===== src/rtl/counter_sequencer.sv =====
// Two-requester command sequencer driving clear/load/increment/decrement pulses to a shared
// counter. It grants round-robin on contention, and a command can be aborted while it runs.
module counter_sequencer #(
  parameter int unsigned WIDTH = 8
) (
  input  logic             clk,
  input  logic             rst,
  input  logic             req0_valid,
  input  logic [1:0]       req0_cmd,
  input  logic [WIDTH-1:0] req0_data,
  output logic             req0_ready,
  input  logic             req1_valid,
  input  logic [1:0]       req1_cmd,
  input  logic [WIDTH-1:0] req1_data,
  output logic             req1_ready,
  input  logic             abort,
  output logic             cnt_clr,
  output logic             cnt_load,
  output logic             cnt_inc,
  output logic             cnt_dec,
  output logic [WIDTH-1:0] cnt_load_val,
  output logic             busy,
  output logic             done,
  output logic             done_src,
  output logic             done_abort
);

  localparam logic [1:0] CmdClear = 2'b00;
  localparam logic [1:0] CmdLoad  = 2'b01;
  localparam logic [1:0] CmdUp    = 2'b10;

  typedef enum logic {StIdle, StExec} state_e;

  state_e           state_q, state_d;
  logic             last_grant_q, last_grant_d;
  logic [1:0]       cmd_q, cmd_d;
  // Holds the load value for LOAD, or the remaining pulse count for UP/DOWN.
  logic [WIDTH-1:0] data_q, data_d;
  logic             src_q, src_d;

  logic any_valid;
  logic gnt_src;
  logic finish;

  always_ff @(posedge clk) begin
    if (rst) begin
      state_q      <= StIdle;
      last_grant_q <= 1'b1;
      cmd_q        <= 2'b00;
      data_q       <= '0;
      src_q        <= 1'b0;
    end else begin
      state_q      <= state_d;
      last_grant_q <= last_grant_d;
      cmd_q        <= cmd_d;
      data_q       <= data_d;
      src_q        <= src_d;
    end
  end

  assign any_valid = req0_valid | req1_valid;
  // Contention goes to whoever was not granted last; otherwise the lone requester wins.
  assign gnt_src   = (req0_valid && req1_valid) ? ~last_grant_q : req1_valid;

  always_comb begin
    state_d      = state_q;
    last_grant_d = last_grant_q;
    cmd_d        = cmd_q;
    data_d       = data_q;
    src_d        = src_q;
    req0_ready   = 1'b0;
    req1_ready   = 1'b0;
    cnt_clr      = 1'b0;
    cnt_load     = 1'b0;
    cnt_inc      = 1'b0;
    cnt_dec      = 1'b0;
    cnt_load_val = '0;
    busy         = 1'b0;
    done         = 1'b0;
    done_src     = 1'b0;
    done_abort   = 1'b0;
    finish       = 1'b0;

    unique case (state_q)
      StIdle: begin
        if (!rst && any_valid) begin
          req0_ready   = ~gnt_src;
          req1_ready   = gnt_src;
          state_d      = StExec;
          cmd_d        = gnt_src ? req1_cmd : req0_cmd;
          data_d       = gnt_src ? req1_data : req0_data;
          src_d        = gnt_src;
          last_grant_d = gnt_src;
        end
      end
      StExec: begin
        if (!rst) begin
          busy = 1'b1;
          if (abort) begin
            finish     = 1'b1;
            done_abort = 1'b1;
          end else begin
            case (cmd_q)
              CmdClear: begin
                cnt_clr = 1'b1;
                finish  = 1'b1;
              end
              CmdLoad: begin
                cnt_load     = 1'b1;
                cnt_load_val = data_q;
                finish       = 1'b1;
              end
              default: begin
                if (data_q == '0) begin
                  finish = 1'b1;
                end else begin
                  cnt_inc = (cmd_q == CmdUp);
                  cnt_dec = (cmd_q != CmdUp);
                  data_d  = data_q - WIDTH'(1);
                  finish  = (data_q == WIDTH'(1));
                end
              end
            endcase
          end
          if (finish) begin
            done     = 1'b1;
            done_src = src_q;
            state_d  = StIdle;
          end
        end
      end
      default: state_d = StIdle;
    endcase
  end

endmodule


===== config.mk =====
export PLATFORM = sky130hd
export DESIGN_NAME = counter_sequencer
export DESIGN_NICKNAME = d
export VERILOG_FILES = /design/src/rtl/counter_sequencer.sv
export SDC_FILE = /design/constraint.sdc
export NUM_CORES = 1
export LEC_CHECK = 0
export CORE_MARGIN = 5
export CORE_UTILIZATION = 44
export DETAILED_ROUTE_END_ITERATION = 10
export GPL_ROUTABILITY_DRIVEN = 0
export PLACE_DENSITY = 0.83
export SYNTH_ARGS = -nofsm -noshare
export SYNTH_HDL_FRONTEND = slang
export SYNTH_SLANG_ARGS = --single-unit

===== constraint.sdc =====
create_clock -name clk -period 4.7 [get_ports clk]
set_input_delay 0.705 -clock clk [delete_from_list [all_inputs] [get_ports clk]]
set_output_delay 0.705 -clock clk [all_outputs]
set_load 0.02 [all_outputs]

* Word level (Yosys, flattened, before mapping)
Cells that the tools add are included.
Word-level totals: bits in registers 13, bits in latches 0, bits in writable memories 0, ROM bits 0, input port bits 25, output and inout bits 18, memories kept 0
Operators by class: add/sub/neg operators 1, multipliers 0, divide/modulo/power cells 0, magnitude comparators 0, eq/ne operators 8, shift operators 0, multiplexer cells 53, bitwise operators 4, reductions and logical operators 8
Operator list (number):
- $mux 8 | 9
- $mux 1 | 41
- $pmux 8 s2 | 1
- $ne 2x2->1 const B | 5
- $eq 8x1->1 const B | 1
- $logic_not 8->1 | 1
- $sub 8x1->8 const B | 1
- $reduce_and 4->1 | 1
- $not 1->1 | 3
- $eq 2x1->1 const B | 1
- $eq 2x2->1 const B | 1
- $logic_and 1x1->1 | 2
- $logic_not 2->1 | 1
- $mux 2 | 1
- $pmux 1 s2 | 1
- $reduce_and 2->1 | 1
- $reduce_or 2->1 | 1
- $logic_not 1->1 | 1
- $or 1x1->1 | 1

* Depth between registers and ports, before layout
depth after elaboration 9, mapped depth 7

* Least setup slack after synthesis
OpenSTA, ideal clock, no wires.
kind in2out, start input rst, end output cnt_load_val[0], arrival 1.900 ns, data required time 3.995 ns, path slack 2.095 ns, cell stages on the path 3, buffers on the path 0, cells stage by stage nand2b_1 > nor4b_2 > and2_1
Between the ends: longest elaborated chain between the ends 2
RTL lines:
- start, declared | line 7 | input logic rst,
- $mux 8 | line 97 | if (!rst) begin
- $mux 8 | line 84 | unique case (state_q)
- end, declared | line 21 | output logic [WIDTH-1:0] cnt_load_val,
Every way passes these cells.

* Worst setup path after layout
Ends and elaborated chain as after synthesis.

==> results.cfg <==
[layout]
multiInputGateArea_um2 = 694
drive_gt1_share_pct = 9.70
fin_util_pct = 67.1
finalNetCount = 194
diodes = 0
syn2layout_area_growth_pct = 48.4
num-fill-cells = 185
final-seq-area_um2 = 260

[worst_hold_path]
hold_start = last_grant_q
hold_path.class = reg2reg
min_delay_path_depth = 1
worstHoldEndpoint = last_grant_q

[clock_network]
cts_setup_buffers = 0
max-clock-path-buffers = 2
cts_tree = yes
cts-resized-gates = 0
cts_sinks = 13
cts-htree-levels = 1
clk_pin_slew_ns = 0.08
hold_buffers = 0
cts_root_buf = clkbuf_4
cts-buffers-inserted = 3
clkLatencyLatePin_ns = 0.27

[global_route]
grt_first_pass_wirelength_um = 4790
grt-ovfl-total = 0
track_usage_pct = 17.9
antenna_found_initial = 0
grt_pass1_vias = 1021
grt_max_degree = 27

[logic_synthesis]
ys_top_cells_by_area = dfxtp_1 (26%), and2_1 (7.6%), nand2_1 (5.3%)
synth_top_cells_by_count = nand2_1 (14), dfxtp_1 (13), and2_1 (12)
ys.flop_type = dfxtp_1
synth-edff-count = 0
yosysSeqAreaShare_pct = 26.3
synthCells = 122
netlist.area_leader.share_pct = 26.3
syn-num-nets = 150
yosysTopAreaCell = dfxtp_1
avgSynthCellArea_um2 = 8.12
synth-seq-cells = 13
ys_warn_count = 0
ys_async_sr_fraction_pct = 0
synth_cell_types = 43
synthesis.area_um2 = 991
yosysMostFrequentCell = nand2_1

[setup_path]
crit_type = in2out
start_kind = primary input
path_delay_family = buffers and inverters
slowest_stage = nor4b_2
cp_max_fo = 15
path_buf_inv = 3
endpoint_kind = output pin
r2r_cells = 5
crit_top_cell = clkdlybuf4s50_1
crit_arrival_ns = 2.97
regToRegEndpoint = data_q[6]
r2r_start = data_q[2]
required_ns = 3.99
cpPeakStageDelay_ns = 0.63
path_cells = clkdlybuf4s50_1 > buf_4 > nand2b_1 > nor4b_2 > and2_1 > clkdlybuf4s50_1
rrSetupSlack_ns = 2.97

[power]
power_density_nw_per_um2 = 221
internal-power_mw = 0.214
p_sw_share_pct = 34.1
leakagePower_nw = 0.533
p_total_mw = 0.325
switching_power_mw = 0.111
clkPwrFrac_pct = 22.0
peakVddDrop_mv = 0.182
combPwrFrac_pct = 37.7
seqPwrFrac_pct = 40.4

[timing]
period_needed_ns = 3.67
fin_ws_ns = 1.03
max_slew_margin_pct = 53.5
clock.fmax_ghz = 0.272
hold_viol_final = 0
tightest_slew_ns = 0.696
drv_slew = 0
setup-tns-final_ns = 0
setup_viol = 0
period_share_pct = 78.1
rsz0062_at_grt = no
fin_worst_skew_ns = 0.00254

[die]
die_height_um = 57.5
core_area_um2 = 2190
initial_core_util_pct = 45.2
dieArea_um2 = 3300
io_pins = 43
num_rows = 17
fp.dieW_um = 57.5

[route]
drt-initial-drc-count = 24
via_per_inst = 5.45
firstDrtPassIters = 4
wl_per_cell_um = 14.4
vias = 1051
ant_nets = 0
drcViolationCount = 0
wirelength_um = 2770

[place]
pre_cts_ws_ns = 1.00
hpwlAfterDp_um = 2110
io_buffers = 42

[run]
maxCapViolCount = 0

[run_status]
status = complete, no violations
-- cell type report --
cell class / count / share of cell area, %
Sequential cell: 13 / 17.7
Multi-Input combinational cell: 100 / 47.2
Clock buffer: 4 / 1.79
Timing Repair Buffer: 45 / 30.1
Inverter: 3 / 0.766
Tap cell: 28 / 2.38
-- worst max path at each step --
stage	from	cells after the start	to
global placement	rst	6	cnt_load_val[5]
floorplan	rst	3	cnt_load_val[0]
finish	rst	6	cnt_load_val[0]
detailed placement	rst	6	cnt_load_val[0]
global route	rst	6	cnt_load_val[1]
CTS	rst	6	cnt_load_val[0]
-- metrics by stage --
| stage | cells | area (um^2) | hold WS, ns |
|---|---|---|---|
| 4_1_cts | 193 | 1470 | 0.480 |
| 6_report | 193 | 1470 | 0.478 |
| 3_3_place_gp | 189 | 1440 | 0.448 |
| 2_1_floorplan | 122 | 991 | 0.436 |
| 5_1_grt | 193 | 1470 | 0.512 |
| 3_5_place_dp | 189 | 1440 | 0.459 |
-- layout by cell type, fill, tap and decap left out, drive strengths merged, types with 2 or more instances in the layout --
master | Yosys | final
o211ai | 2 | 2
nor2 | 7 | 7
mux2i | 5 | 5
nor2b | 4 | 4
nand2b | 3 | 3
a21oi | 10 | 10
nor4 | 3 | 3
ha | 3 | 3
inv | 3 | 3
a21boi | 2 | 2
a222oi | 2 | 2
dfxtp | 13 | 13
mux2 | 2 | 2
buf | 2 | 3
nand2 | 14 | 14
clkdlybuf4s50 | 0 | 42
clkbuf | 4 | 4
nand3 | 2 | 2
o21ai | 10 | 10
and2 | 12 | 12
a31oi | 2 | 2
-- registers in the layout, summed over array words and instances, names as in the netlist --
register,cells
cmd_q,2
src_q,1
data_q,8
last_grant_q,1
state_q,1
-- power groups by stage --
stage          registers (mW)  clock network [mW]  logic [mW]
6_report                0.131              0.0713       0.122
3_5_place_dp            0.133                   0       0.122
5_1_grt                 0.133              0.0802       0.135
2_1_floorplan           0.130                   0      0.0796
4_1_cts                 0.131              0.0719       0.123
3_3_place_gp            0.133                   0       0.119
-- layer usage --
| layer | vias to the layer above | share of wire (%) | track usage [%] |
|---|---|---|---|
| li1 | 532 | - | - |
| met1 | 475 | 45 | 21.5 |
| met2 | 42 | 46 | 30.3 |
| met3 | 2 | 8.3 | 6.11 |
| met4 | 0 | 0.29 | 4.64 |
| met5 | - | 0 | 0 |
-- kinds of logic (layout without fill, tap and decap cells) --
group | after synthesis | in the layout | synth area share [%]
and+or+nand+nor | 53 | 53 | 32.1
AOI/OAI and AO/OA | 36 | 36 | 26.0
DFF | 13 | 13 | 26.3
buffers and inverters | 9 | 52 | 3.66
muxes | 7 | 7 | 7.32
adders and majority gates | 3 | 3 | 3.79
xor gates and xnor gates | 1 | 1 | 0.884
(Power assumes the default switching activity.)
